==> src/rtl/uart_tx_sched.sv <==
`timescale 1ns/1ps
// Round-robin scheduler sharing one UART transmitter among N byte requesters; grant held per packet, capped at MAX_BURST bytes.
// Byte reaches tx_i_data one edge after req_ready; pacing follows tx_o_ready fall/rise, with a BUSY watchdog raising tx_err.
module uart_tx_sched #(
    parameter int N            = 4,
    parameter int MAX_BURST    = 16,
    parameter int BUSY_TIMEOUT = 64,
    localparam int GW          = (N > 1) ? $clog2(N) : 1
) (
    input  logic            tx_clk,
    input  logic            tx_en,
    input  logic [N-1:0]    req_valid,
    input  logic [8*N-1:0]  req_data,
    input  logic [N-1:0]    req_last,
    output logic [N-1:0]    req_ready,
    output logic [7:0]      tx_i_data,
    output logic            tx_i_data_valid,
    input  logic            tx_o_ready,
    output logic [GW-1:0]   grant_id,
    output logic            busy,
    output logic            tx_err
);

    typedef enum logic [1:0] {S_IDLE, S_OFFER, S_BUSY} state_t;

    state_t          state;
    logic [GW-1:0]   last;
    logic            lastflag;
    logic [7:0]      burst_cnt;
    logic [7:0]      tmo_cnt;
    logic            fell;

    logic            any_req;
    logic [GW-1:0]   winner;
    logic            tmo_hit;
    logic            done;
    logic            cont;
    logic [7:0]      win_byte;
    logic [7:0]      gnt_byte;

    function automatic logic [GW-1:0] rr_idx(input logic [GW-1:0] base, input int k);
        int s;
        s = (int'(base) + k) % N;
        return GW'(s);
    endfunction

    // Scan starts just after the previous winner, so the last granted requester has lowest priority.
    always_comb begin
        any_req = 1'b0;
        winner  = '0;
        for (int k = 1; k <= N; k++) begin
            if (!any_req && req_valid[rr_idx(last, k)]) begin
                any_req = 1'b1;
                winner  = rr_idx(last, k);
            end
        end
    end

    assign win_byte = req_data[{winner, 3'b000} +: 8];
    assign gnt_byte = req_data[{grant_id, 3'b000} +: 8];

    // A ready fall sampled on the terminal count beats the timeout.
    assign tmo_hit = (state == S_BUSY) && !fell && tx_o_ready && (tmo_cnt == 8'(BUSY_TIMEOUT - 1));
    assign done    = (state == S_BUSY) && ((fell && tx_o_ready) || tmo_hit);
    assign cont    = !lastflag && (burst_cnt < 8'(MAX_BURST)) && req_valid[grant_id];

    always_comb begin
        req_ready = '0;
        if (tx_en) begin
            if (state == S_IDLE && any_req) begin
                req_ready[winner] = 1'b1;
            end else if (done && cont) begin
                req_ready[grant_id] = 1'b1;
            end
        end
    end

    always_ff @(posedge tx_clk) begin
        if (!tx_en) begin
            state           <= S_IDLE;
            last            <= GW'(N - 1);
            lastflag        <= 1'b0;
            burst_cnt       <= 8'd0;
            tmo_cnt         <= 8'd0;
            fell            <= 1'b0;
            tx_i_data       <= 8'd0;
            tx_i_data_valid <= 1'b0;
            grant_id        <= '0;
            busy            <= 1'b0;
            tx_err          <= 1'b0;
        end else begin
            tx_err <= 1'b0;
            case (state)
                S_IDLE: begin
                    if (any_req) begin
                        grant_id        <= winner;
                        last            <= winner;
                        tx_i_data       <= win_byte;
                        tx_i_data_valid <= 1'b1;
                        lastflag        <= req_last[winner];
                        burst_cnt       <= 8'd1;
                        busy            <= 1'b1;
                        state           <= S_OFFER;
                    end
                end
                S_OFFER: begin
                    if (tx_o_ready) begin
                        tx_i_data_valid <= 1'b0;
                        fell            <= 1'b0;
                        tmo_cnt         <= 8'd0;
                        state           <= S_BUSY;
                    end
                end
                S_BUSY: begin
                    if (tmo_cnt != 8'hFF) begin
                        tmo_cnt <= tmo_cnt + 8'd1;
                    end
                    if (!tx_o_ready) begin
                        fell <= 1'b1;
                    end
                    tx_err <= tmo_hit;
                    if (done) begin
                        if (cont) begin
                            tx_i_data       <= gnt_byte;
                            tx_i_data_valid <= 1'b1;
                            lastflag        <= req_last[grant_id];
                            burst_cnt       <= burst_cnt + 8'd1;
                            state           <= S_OFFER;
                        end else begin
                            busy  <= 1'b0;
                            state <= S_IDLE;
                        end
                    end
                end
                default: begin
                    busy  <= 1'b0;
                    state <= S_IDLE;
                end
            endcase
        end
    end

endmodule

==> config.mk <==
export PLATFORM = sky130hd
export DESIGN_NAME = uart_tx_sched
export DESIGN_NICKNAME = d
export VERILOG_FILES = /design/src/rtl/uart_tx_sched.sv
export SDC_FILE = /design/constraint.sdc
export NUM_CORES = 1
export LEC_CHECK = 0
export CORE_ASPECT_RATIO = 1.4
export CORE_UTILIZATION = 30
export CTS_BUF_LIST = sky130_fd_sc_hd__clkbuf_8
export DETAILED_ROUTE_END_ITERATION = 6
export PLACE_DENSITY = 0.54
export SLEW_MARGIN = 0
export SYNTH_ARGS = -nofsm -noshare
export SYNTH_HDL_FRONTEND = slang
export SYNTH_SLANG_ARGS = --single-unit
==> constraint.sdc <==
create_clock -name tx_clk -period 1.9 [get_ports tx_clk]
set_input_delay 0.38 -clock tx_clk [delete_from_list [all_inputs] [get_ports tx_clk]]
set_output_delay 0.38 -clock tx_clk [all_outputs]
set_load 0.02 [all_outputs]
---- After elaboration in Yosys (flattened, before gate mapping) ----
Index checks and enable logic that the tools add are counted.
word-level totals
  output and inout bits ................... 17
  input port bits ......................... 43
  word-level logic and storage cells ...... 131
  register bits after elaboration ......... 35
operators by class
  bitwise operators ....................... 1
  shift-type cells ........................ 2
  reduce and logical (&&, ||, !) cells .... 32
  add/sub/neg operators ................... 6
  multiplexer cells ....................... 59
  order comparisons ....................... 9
  equal/unequal tests ..................... 11
operators by type and width
  cell                                                               count
  two-way mux 8 bit                                                  8
  indexed part select 32 x 6 -> 8 bit                                2
  case mux 8 bit (2 select lines)                                    3
  two-way mux 1 bit                                                  24
  less-than comparator 2 x 3 -> 1 bit, second input constant         6
  adder 8 x 1 -> 8 bit, second input constant                        2
  binary-select mux 1 bit (select 2 bit)                             7
  logical AND 1 bit                                                  14
  two-way mux 2 bit                                                  7
  two-way mux 4 bit                                                  3
  != test 2 bit, second input constant                               6
  AND reduction 3 bit                                                3
  == test 8 x 6 -> 1 bit, second input constant                      1
  less-than comparator 8 x 5 -> 1 bit, second input constant         1
  != test 8 bit, second input constant                               1
  AND reduction 4 bit                                                2
  case mux 1 bit (3 select lines)                                    2
  case mux 2 bit (3 select lines)                                    1
  zero test 1 bit                                                    5
  AND reduction 5 bit                                                1
  adder 2 x 1 -> 2 bit, second input constant                        2
  adder 2 bit, second input constant                                 2
  demux 1 bit (select 2 bit)                                         2
  greater-or-equal comparator 2 x 1 -> 1 bit, second input constant  2
  10 further kinds                                                   13

---- Longest topological paths before layout ----
Gate-level depths: netlist of run 1.
  depth after elaboration ................. 19
  depth in mapped cells ................... 9
  mapped depth without buffers ............ 7

---- Worst setup path after synthesis of run 1 ----
OpenSTA, ideal clock, no wires.
  path kind ............................... register to output
  start point ............................. reg tmo_cnt[6]
  end point ............................... out req_ready[3]
  setup slack ............................. -483 ps
  required time ........................... 1,520 ps
  stages on the path, launching flop included .. 6
  buffers on the path ..................... 0
  arrival ................................. 2,003 ps
  cells stage by stage .................... dfxtp_1 > or4b_4 > o41ai_4 > and3_2 > nand3_1 > a21boi_0
on the way
  cells in the longest elaborated chain, start to end .. 8
RTL lines
  what                    line  text
  from (decl)             30    logic [7:0] tmo_cnt;
  from (signal assigned)  116   tmo_cnt <= tmo_cnt + 8'd1;
  == test 8 x 6 -> 1 bit  63    assign tmo_hit = (state == S_BUSY) && !fell && tx_o_ready && (tmo_cnt == 8'(BUSY_TIMEOUT - 1));
  logical AND 1 bit       63
  logical OR 1 bit        64    assign done = (state == S_BUSY) && ((fell && tx_o_ready) || tmo_hit);
  logical AND 1 bit       64
  logical AND 1 bit       72    end else if (done && cont) begin
  two-way mux 4 bit       72
  two-way mux 4 bit       70    if (state == S_IDLE && any_req) begin
  two-way mux 4 bit       69    if (tx_en) begin
  to (decl)               15    output logic [N-1:0] req_ready,
No other way between the ends.

---- Final worst setup path of run 1 ----
  start point ............................. reg tmo_cnt[7]
  end point ............................... out req_ready[1]
The elaborated chain is that of the path after synthesis.

==> results of run 1 <==
## critical path: stages, from the launching register on
cell and delay, ns:
dfxtp_2 0.33, or4b_4 0.55, o41ai_4 0.30, and3_4 0.25, nand2_1 0.05, o2bb2ai_1 0.11
and2_4 0.16, buf_6 0.11
## placed cells by master, fill, tap and decap left out, types with 2 or more instances in the layout
cell	n
and3_4	2
nand2b_1	5
mux4_2	3
nor2_4	2
nor2b_1	2
o21ai_0	6
and3_1	4
buf_12	2
dfxtp_1	30
inv_1	3
nand4_1	2
nor4_1	2
nor3_1	3
nand3_1	7
mux2i_1	2
dlygate4sd2_1	5
buf_4	54
clkdlybuf4s50_1	50
and2_1	6
xor2_1	7
nor2b_2	2
buf_6	10
clkbuf_8	5
o21ai_2	2
ha_1	2
dfxtp_2	5
a21boi_2	3
a211oi_2	13
o32ai_2	8
nor2_1	37
nand2_1	46
a211oi_1	5
## layer usage
layer / up-vias / global-route usage (%) / wire length (um)
met5: - / 0 / 0
met4: 0 / 6.21 / 115
met3: 10 / 3.35 / 264
met2: 56 / 33.5 / 3410
met1: 1059 / 20.0 / 2720
li1: 1139 / - / -
## metrics by stage
step	setup TNS, ns	worst slack [ns]	util [%]
6_report	-4.75	-0.642	51.7
3_3_place_gp	-18.38	-1.36	46.6
2_1_floorplan	-0.838	-0.252	-
4_1_cts	-7.00	-0.735	50.3
5_1_grt	-6.61	-0.738	51.7
3_5_place_dp	-19.06	-1.37	46.6
## flip-flops by register name, summed over array words and instances (netlist names)
register         cells
fell                 1
last                 2
tx_err               1
burst_cnt            8
tx_i_data            8
busy                 1
grant_id             2
state                2
lastflag             1
tx_i_data_valid      1
tmo_cnt              8
## final cells by class
| cell class | instances | area, um2 | area share, % |
|---|---|---|---|
| clock buffers | 5 | 68.8 | 1.92 |
| flip-flops and latches | 35 | 707 | 19.7 |
| multi-input cells | 204 | 1530 | 42.7 |
| well taps | 95 | 119 | 3.31 |
| clock inverters | 3 | 46.3 | 1.29 |
| repair buffers | 121 | 1100 | 30.7 |
| inverters | 3 | 11.3 | 0.314 |
## worst paths after layout
check	start	endpoint	slack, ns	cells after the start
min	busy	busy	0.48	2
min reg2reg	busy	busy	0.48	2
max reg2reg	tmo_cnt[7]	burst_cnt[5]	-0.22	7
max	tmo_cnt[7]	req_ready[1]	-0.64	7
## Yosys cell counts, drive strengths merged, types with 4 or more instances
| cell | count |
|---|---|
| and3 | 6 |
| a211oi | 18 |
| nand2b | 6 |
| a21boi | 5 |
| dfxtp | 35 |
| nand2 | 48 |
| nor2b | 4 |
| nor3 | 4 |
| o21ai | 10 |
| and2 | 7 |
| nor2 | 40 |
| nand3 | 8 |
| o32ai | 8 |
| buf | 6 |
| xor2 | 7 |
| clkbuf | 7 |
## kinds of logic after synthesis
family,share of synthesized area (%)
fa+ha+maj,1.17
mux,5.07
compound gates,24.0
simple gates,28.7
flops,32.7
xor+xnor,3.27
buf+inv,5.13
## power breakdown
part / internal, mW / switching, mW
sequential: 0.839 / 0.0723
clock: 0.396 / 0.322
combinational: 0.804 / 0.769
total: 2.04 / 1.16
## timing repair
action | 4_1_cts | 5_1_grt
pin swaps | 13 | 19
cloned | 0 | 0
hold buffers | 0 | 0
endpoints found under the setup margin | 22 | 24
buffers inserted | 2 | 3
resized for setup | 55 | 19
==> results.json, run 1 <==
{
  "power_mw": 3.20,
  "clkTransAtPathRegs_ns": 0.09,
  "whs_ns": 0.475,
  "wirelength_um": 6500,
  "layout_setup_ws_ns": -0.642,
  "wl_per_cell_um": 14.0,
  "rows": 36,
  "cts_tree": "yes",
  "dp.cells": 453,
  "post-route-drc-count": 0,
  "synth_edf_count": 0,
  "core_area_um2": 6940,
  "status": "finished with violations",
  "max_freq_ghz": 0.393,
  "grt_pass1_vias": 2291,
  "relSlewSlack_pct": 71.9,
  "critPathMaxFanout": 3,
  "final_area_um2": 3590,
  "crit_arrival_ns": 2.16,
  "via_count": 2264,
  "fp.dieH_um": 102,
  "htreeDepth": 2,
  "numCtsBuffers": 5,
  "ys_seq_area_share_pct": 32.7,
  "place_hpwl_um": 4750,
  "ys.flop_type": "dfxtp_1",
  "drive_gt1_share_pct": 36.1,
  "clockBufferDepth": 2,
  "synth-seq-cells": 35,
  "ant_nets": 0,
  "fin_crit_sh_pct": 134,
  "synthArstFlopShare_pct": 0,
  "skew_ns": 0.0151,
  "yosys.area.top_type": "dfxtp_1",
  "clock-sinks": 35,
  "start_util_pct": 30.9,
  "stdcell_count": 466,
  "hp-class": "flop to flop",
  "fill_cells": 684,
  "cts_root_buf": "clkbuf_8",
  "setup_viol": 21,
  "endpoint_kind": "output port",
  "finalHoldViolCount": 0,
  "nNetsFinal": 415,
  "diodes": 0,
  "via_per_inst": 4.86,
  "violations": "negative setup slack",
  "grt_pass1_wl_um": 10400,
  "synthDistinctLibCells": 51,
  "synth_area_per_cell_um2": 8.38,
  "clock_latency_ns": 0.30,
  "synthCells": 256,
  "rsz0062_at_grt": "true",
  "synth_area_leaders": "dfxtp_1 33%, nand2_1 8.2%, nor2_1 7.0%, a211oi_1 6.3%, o32ai_2 5.3%",
  "ios": 60,
  "antenna_found_initial": 0,
  "final_max_slew_viol_count": 0,
  "cap_violations": 0,
  "dpl_cell_area_um2": 3230,
  "vdd_ir_drop_max_mv": 0.502,
  "grt_max_degree": 17,
  "gr-total-overflow": 0,
  "fin_crit_ns": 2.54,
  "criticalPathCategory": "flop to output port",
  "required_ns": 1.52,
  "syn_area_um2": 2150,
  "die_w_um": 73.5,
  "p_leak_nw": 1.48,
  "dieArea_um2": 7500,
  "worstSetupStartpointType": "flop",
  "syn2layout_area_growth_pct": 67.1,
  "port_buffers": 59,
  "gp_congestion": 0.810,
  "yosysWarnings": 0,
  "drt_iter0_markers": 71,
  "grt_usage_pct": 18.0,
  "synth_top_area_share_pct": 32.7,
  "synth_nets": 301,
  "max_slew.worst_pin.slew_ns": 0.412,
  "firstDrtPassIters": 4,
  "power.density_nw_per_um2": 893
}
No activity file was read; power rests on OpenSTA's default activity.
==> run 2, diff against run 1 <==
--- a/config.mk
+++ b/config.mk
@@ -9,7 +9,7 @@
 export CORE_UTILIZATION = 30
 export CTS_BUF_LIST = sky130_fd_sc_hd__clkbuf_8
 export DETAILED_ROUTE_END_ITERATION = 6
-export PLACE_DENSITY = 0.54
+export PLACE_DENSITY = 0.53
 export SLEW_MARGIN = 0
 export SYNTH_ARGS = -nofsm -noshare
 export SYNTH_HDL_FRONTEND = slang
==> constraint.sdc (replaced) <==
create_clock -name tx_clk -period 2.4 [get_ports tx_clk]
set_input_delay 0.48 -clock tx_clk [delete_from_list [all_inputs] [get_ports tx_clk]]
set_output_delay 0.48 -clock tx_clk [all_outputs]
set_load 0.02 [all_outputs]
==> results.json, run 2 (same netlist as run 1, synthesis figures left out) <==
{
  "drt_iter0_markers": 63,
  "cp_num_cells": 9,
  "power_mw": 2.33,
  "critPathTopFamily": "simple AND/OR/NAND/NOR gates",
  "whs_path_depth": 2,
  "post-route-drc-count": 0,
  "reg2reg_from": "tmo_cnt[7]",
  "via_per_inst": 4.81,
  "fin_crit_sh_pct": 111,
  "start_util_pct": 30.9,
  "final_common_cell": "buf_4",
  "cts_tree": "yes",
  "dp_slack_ns": -1.07,
  "antenna_found_initial": 0,
  "max_slew.worst_pin.slew_ns": 0.432,
  "p_sw_uw": 852,
  "gp_congestion": 0.770,
  "cts_root_buf": "clkbuf_8",
  "final_max_slew_viol_count": 0,
  "diodes": 0,
  "dieArea_um2": 7500,
  "final_core_util_pct": 51.2,
  "numCtsBuffers": 5,
  "clkTransAtPathRegs_ns": 0.07,
  "fin_crit_ns": 2.67,
  "layout_setup_ws_ns": -0.275,
  "crit_arrival_ns": 2.19,
  "power.density_nw_per_um2": 656,
  "relSlewSlack_pct": 70.6,
  "core_area_um2": 6940,
  "finalHoldViolCount": 0,
  "critPathMaxFanout": 2,
  "worstSetupStartpointType": "flop",
  "max_freq_ghz": 0.374,
  "crit_end": "req_ready[2]",
  "nNetsFinal": 423,
  "r2r_cells": 8,
  "p_clk_share_pct": 17.3,
  "setup_viol": 4,
  "wl_per_cell_um": 13.3,
  "fp.dieH_um": 102,
  "rsz0062_at_grt": "true",
  "cp.buffers_inverters": 3,
  "grt_pass1_vias": 2250,
  "pwr-share-seq_pct": 30.7,
  "via_count": 2281,
  "grt_pass1_wl_um": 10200,
  "cts_hold_buf": 0,
  "vdd_ir_drop_max_mv": 0.343,
  "wirelength_um": 6310,
  "rows": 36,
  "htreeDepth": 2,
  "skew_ns": 0.00223,
  "combPwrFrac_pct": 51.9,
  "port_buffers": 59,
  "critPathLaunch": "tmo_cnt[7]",
  "p_leak_nw": 1.49,
  "p_int_mw": 1.48,
  "rrSetupSlack_ns": 0.11,
  "gr-total-overflow": 0,
  "grt_max_degree": 18,
  "worst_path_max_delay_cell": "or4b_4",
  "ant_nets": 0,
  "required_ns": 1.92,
  "clockBufferDepth": 2,
  "cap_violations": 0,
  "endpoint_kind": "output port",
  "switching_share_pct": 36.5,
  "path_cells": "or4b_4, o41ai_4, buf_4, nand3_4, buf_6, nor2_4, a2bb2oi_2, nor2b_1, buf_4",
  "clock-sinks": 35,
  "final_cell_mix": "64 x buf_4, 50 x clkdlybuf4s50_1, 46 x nand2_1, 39 x nor2_1, 34 x dfxtp_1",
  "criticalPathCategory": "flop to output port",
  "r2r-end": "tx_i_data[4]",
  "syn2layout_area_growth_pct": 65.7,
  "firstDrtPassIters": 4,
  "status": "finished with violations",
  "top_regs": "burst_cnt: 8 flops, tmo_cnt: 8 flops, tx_i_data: 8 flops",
  "place_hpwl_um": 4690,
  "hp-class": "flop to flop",
  "whs_ns": 0.488,
  "drive_gt1_share_pct": 34.0,
  "grt_usage_pct": 17.5,
  "max_stage_delay_ns": 0.55,
  "clock_latency_ns": 0.28,
  "ios": 60,
  "violations": "negative setup slack",
  "crit_top_cell": "buf_4",
  "die_w_um": 73.5
}
==> run 2: through the flow <==
| step | std cells | setup TNS [ns] | area, um2 |
|---|---|---|---|
| CTS | 472 | -1.18 | 3500 |
| detailed placement | 449 | -8.85 | 3190 |
| global route | 474 | -1.35 | 3550 |
| global placement | 449 | -8.42 | 3190 |
| floorplan | 256 | -0.000238 | 2150 |
| finish | 474 | -0.938 | 3550 |
==> run 2: metal layers <==
layer | track usage (%) | share of wire (%) | up-vias
li1 | - | - | 1155
met2 | 32.0 | 52 | 62
met4 | 5.18 | 1.1 | 0
met3 | 4.24 | 4.5 | 8
met1 | 19.8 | 42 | 1056
met5 | 0 | 0 | -
==> run 2: cell type report <==
type	count	area, um2
Multi-Input combinational cell	204	1480
Sequential cell	35	702
Inverter	3	11.3
Clock inverter	3	12.5
Fill cell	725	3380
Clock buffer	5	68.8
Tap cell	95	119
Timing Repair Buffer	129	1160
==> run 2: worst min path at each step <==
stage	from	to	slack [ns]
floorplan	burst_cnt[7]	burst_cnt[7]	0.45
global placement	tx_i_data_valid	tx_i_data_valid	0.47
detailed placement	burst_cnt[7]	burst_cnt[7]	0.47
CTS	burst_cnt[6]	burst_cnt[6]	0.49
global route	burst_cnt[6]	burst_cnt[6]	0.50
finish	tx_i_data_valid	tx_i_data_valid	0.49
==> run 2: power groups by stage <==
stage | sequential [mW] | clock (mW) | combinational, mW
2_1_floorplan | 0.789 | 0 | 0.549
3_3_place_gp | 0.729 | 0 | 1.08
3_5_place_dp | 0.730 | 0 | 1.08
4_1_cts | 0.718 | 0.421 | 1.19
5_1_grt | 0.728 | 0.447 | 1.30
6_report | 0.716 | 0.404 | 1.21
==> run 2: repair_timing <==
item	4_1_cts	5_1_grt
buffers inserted	15	2
pin swaps	7	6
resized for setup	55	16
endpoints found under the setup margin	12	6
hold endpoints to repair	0	0
==> run 2: worst reg2reg max path, cell delays in order (launching register included) <==
cell and delay, ns:
dfxtp_2 0.32, or4b_4 0.55, o41ai_4 0.25, buf_4 0.17, buf_4 0.10, buf_4 0.11
o221a_4 0.26, nand2_4 0.13, o32ai_1 0.30
==> run 3, diff against run 2 <==
--- a/config.mk
+++ b/config.mk
@@ -5,11 +5,12 @@
 export SDC_FILE = /design/constraint.sdc
 export NUM_CORES = 1
 export LEC_CHECK = 0
+export ABC_AREA = 1
 export CORE_ASPECT_RATIO = 1.4
 export CORE_UTILIZATION = 30
 export CTS_BUF_LIST = sky130_fd_sc_hd__clkbuf_8
 export DETAILED_ROUTE_END_ITERATION = 6
-export PLACE_DENSITY = 0.53
+export PLACE_DENSITY = 0.52
 export SLEW_MARGIN = 0
 export SYNTH_ARGS = -nofsm -noshare
 export SYNTH_HDL_FRONTEND = slang
==> results.json, run 3 <==
{
  "layout_setup_ws_ns": -0.213,
  "finalSetupTns_ns": -0.765,
  "grt_max_degree": 22,
  "vdd_ir_drop_max_mv": 0.804,
  "synthArstFlopShare_pct": 0,
  "via_per_inst": 4.55,
  "synth_area_leaders": "dfxtp_1 30%, nand2_1 14%, nand3_1 13%, inv_1 11%, a21oi_1 3.0%",
  "firstDrtPassIters": 4,
  "syn2layout_area_growth_pct": 65.7,
  "required_ns": 1.92,
  "reg2reg_from": "tmo_cnt[7]",
  "cap_violations": 0,
  "combPwrFrac_pct": 69.5,
  "cp.buffers_inverters": 6,
  "port_buffers": 59,
  "final_common_cell": "buf_4",
  "drive_gt1_share_pct": 29.0,
  "clkTransAtPathRegs_ns": 0.07,
  "path_cells": "buf_12, inv_8, nand2_1, nand3_1, nand2_2, nor2_4, nand2_1, nor2_1, nand2_1, nand2_2, inv_2, nand2_4, inv_4, nand2_4, inv_4, nand2_2, nand2_2, nor2_2, buf_6",
  "fill_cells": 804,
  "start_util_pct": 31.6,
  "synth_area_per_cell_um2": 6.28,
  "status": "finished with violations",
  "synthCells": 375,
  "clock_latency_ns": 0.29,
  "synth_edf_count": 0,
  "dieArea_um2": 8210,
  "criticalPathCategory": "flop to output port",
  "critPathTopFamily": "simple AND/OR/NAND/NOR gates",
  "drt_iter0_markers": 98,
  "relSlewSlack_pct": 69.7,
  "crit_arrival_ns": 2.13,
  "gp_congestion": 0.826,
  "finalHoldViolCount": 0,
  "cp_num_cells": 19,
  "violations": "negative setup slack",
  "p_leak_nw": 1.97,
  "setup_viol": 4,
  "r2r-end": "tx_err",
  "yosysMostFrequentCell": "nand2_1",
  "cts_root_buf": "clkbuf_8",
  "ys.flop_type": "dfxtp_1",
  "whs_ns": 0.447,
  "p_sw_mw": 2.07,
  "synth_top_area_share_pct": 29.8,
  "final_max_slew_viol_count": 0,
  "skew_ns": 0.00922,
  "antenna_found_initial": 0,
  "clock-sinks": 35,
  "nNetsFinal": 562,
  "max_stage_delay_ns": 0.37,
  "crit_top_cell": "nand2_2",
  "gr-total-overflow": 0,
  "fin_crit_sh_pct": 109,
  "diodes": 0,
  "max_slew.worst_pin.slew_ns": 0.453,
  "ys_seq_area_share_pct": 29.8,
  "htreeDepth": 2,
  "endpoint_kind": "output port",
  "multiInputGateArea_um2": 1360,
  "core_area_um2": 7450,
  "cts_tree": "yes",
  "synth_nets": 420,
  "hp-class": "flop to flop",
  "critPathMaxFanout": 9,
  "critPathLaunch": "last[0]",
  "grt_pass1_wl_um": 12300,
  "post-route-drc-count": 0,
  "die_w_um": 76.9,
  "fin_crit_ns": 2.61,
  "numCtsBuffers": 5,
  "final_cell_mix": "84 x buf_4, 81 x nand2_1, 69 x inv_1, 59 x nand3_1, 50 x clkdlybuf4s50_1",
  "worstSetupStartpointType": "flop",
  "via_count": 2797,
  "r2r_cells": 15,
  "grt_usage_pct": 18.5,
  "pwr-share-seq_pct": 17.0,
  "yosysWarnings": 0,
  "power.density_nw_per_um2": 1210,
  "synthDistinctLibCells": 35,
  "wirelength_um": 6970,
  "ant_nets": 0,
  "wl_per_cell_um": 11.3,
  "yosys.area.top_type": "dfxtp_1",
  "grt_pass1_vias": 2837,
  "p_int_mw": 2.63,
  "switching_share_pct": 44.0,
  "clockBufferDepth": 2,
  "rows": 37,
  "area.sequential_um2": 707,
  "top_regs": "burst_cnt: 8 flops, tmo_cnt: 8 flops, tx_i_data: 8 flops",
  "crit_end": "req_ready[0]",
  "max_freq_ghz": 0.383,
  "rsz0062_at_grt": "true",
  "fp.dieH_um": 107,
  "rrSetupSlack_ns": 0.10,
  "p_clk_share_pct": 13.6,
  "cts_hold_buf": 0,
  "ios": 60,
  "place_hpwl_um": 5350,
  "synth-seq-cells": 35,
  "syn_area_um2": 2350,
  "worst_path_max_delay_cell": "dfxtp_4",
  "synth_common_cells": "87 x nand2_1, 70 x inv_1, 62 x nand3_1"
}
==> run 3: cell count changes in the layout (fill, tap and decap cells not counted), sizes merged, moves of 7 or more <==
| cell | delta |
|---|---|
| nand2 | +53 |
| nor2 | -21 |
| o32ai | -7 |
| nand3 | +57 |
| xor2 | -7 |
| buf | +16 |
| o21a | +7 |
| a21oi | +12 |
| a211oi | -15 |
| inv | +73 |
==> run 3: worst min-delay path, stage by stage (launching register included) <==
cell and delay (ns):
dfxtp_1 0.31, nand2_1 0.07, nor2_1 0.03
==> run 3: power by group through the flow <==
stage	combinational, mW	clock, mW	sequential [mW]
2_1_floorplan	1.74	0	0.876
3_3_place_gp	3.03	0	0.795
3_5_place_dp	3.04	0	0.800
4_1_cts	3.16	0.654	0.790
5_1_grt	3.67	0.676	0.815
6_report	3.27	0.638	0.799
==> run 3: worst min-delay path by stage <==
stage	to	from	cells after the start
4_1_cts	burst_cnt[5]	burst_cnt[5]	2
2_1_floorplan	burst_cnt[5]	burst_cnt[5]	2
3_5_place_dp	burst_cnt[5]	burst_cnt[5]	2
5_1_grt	burst_cnt[5]	burst_cnt[5]	2
3_3_place_gp	burst_cnt[5]	burst_cnt[5]	2
6_report	burst_cnt[5]	burst_cnt[5]	2
==> run 3: layout make-up <==
cell class / instances / share of cell area, %
clock inverters: 3 / 1.64
inverters: 77 / 7.73
repair buffers: 146 / 32.8
well taps: 97 / 3.11
multi-input cells: 252 / 34.8
clock buffers: 5 / 1.76
flip-flops and latches: 35 / 18.1
==> run 3: cells by family (layout without fill, tap and decap cells) <==
group,count (synthesis),after routing,synth area share [%]
and+or+nand+nor,204,204,41.7
buffers and inverters,88,231,15.5
AOI/OAI and AO/OA,46,46,12.0
DFF,35,35,29.8
adders and majority gates,2,2,1.06
==> run 3: repair_timing <==
item | CTS | global route
setup endpoints to repair | 4 | 5
gates resized for setup | 40 | 18
setup buffers | 15 | 3
endpoints found under the hold margin | 0 | 0
cloned | 0 | 1
pin swaps | 6 | 12
==> run 3: routing by layer <==
metal / up-vias / global-route usage, % / share of wire [%]
li1: 1477 / - / -
met1: 1246 / 20.3 / 41
met2: 64 / 35.7 / 54
met3: 10 / 2.98 / 3.2
met4: 0 / 5.91 / 1.7
met5: - / 0 / 0
==> run 3: metrics by stage <==
step           instances  util, %  total power, mW  cell area, um2  worst slack, ns
3_3_place_gp         590     47.6             3.83            3550           -0.880
4_1_cts              613     51.3             4.61            3820           -0.229
3_5_place_dp         590     47.6             3.84            3550           -0.918
6_report             615     52.4             4.70            3900           -0.213
2_1_floorplan        375        -             2.62            2350          0.00982
5_1_grt              615     52.4             5.16            3900           -0.387
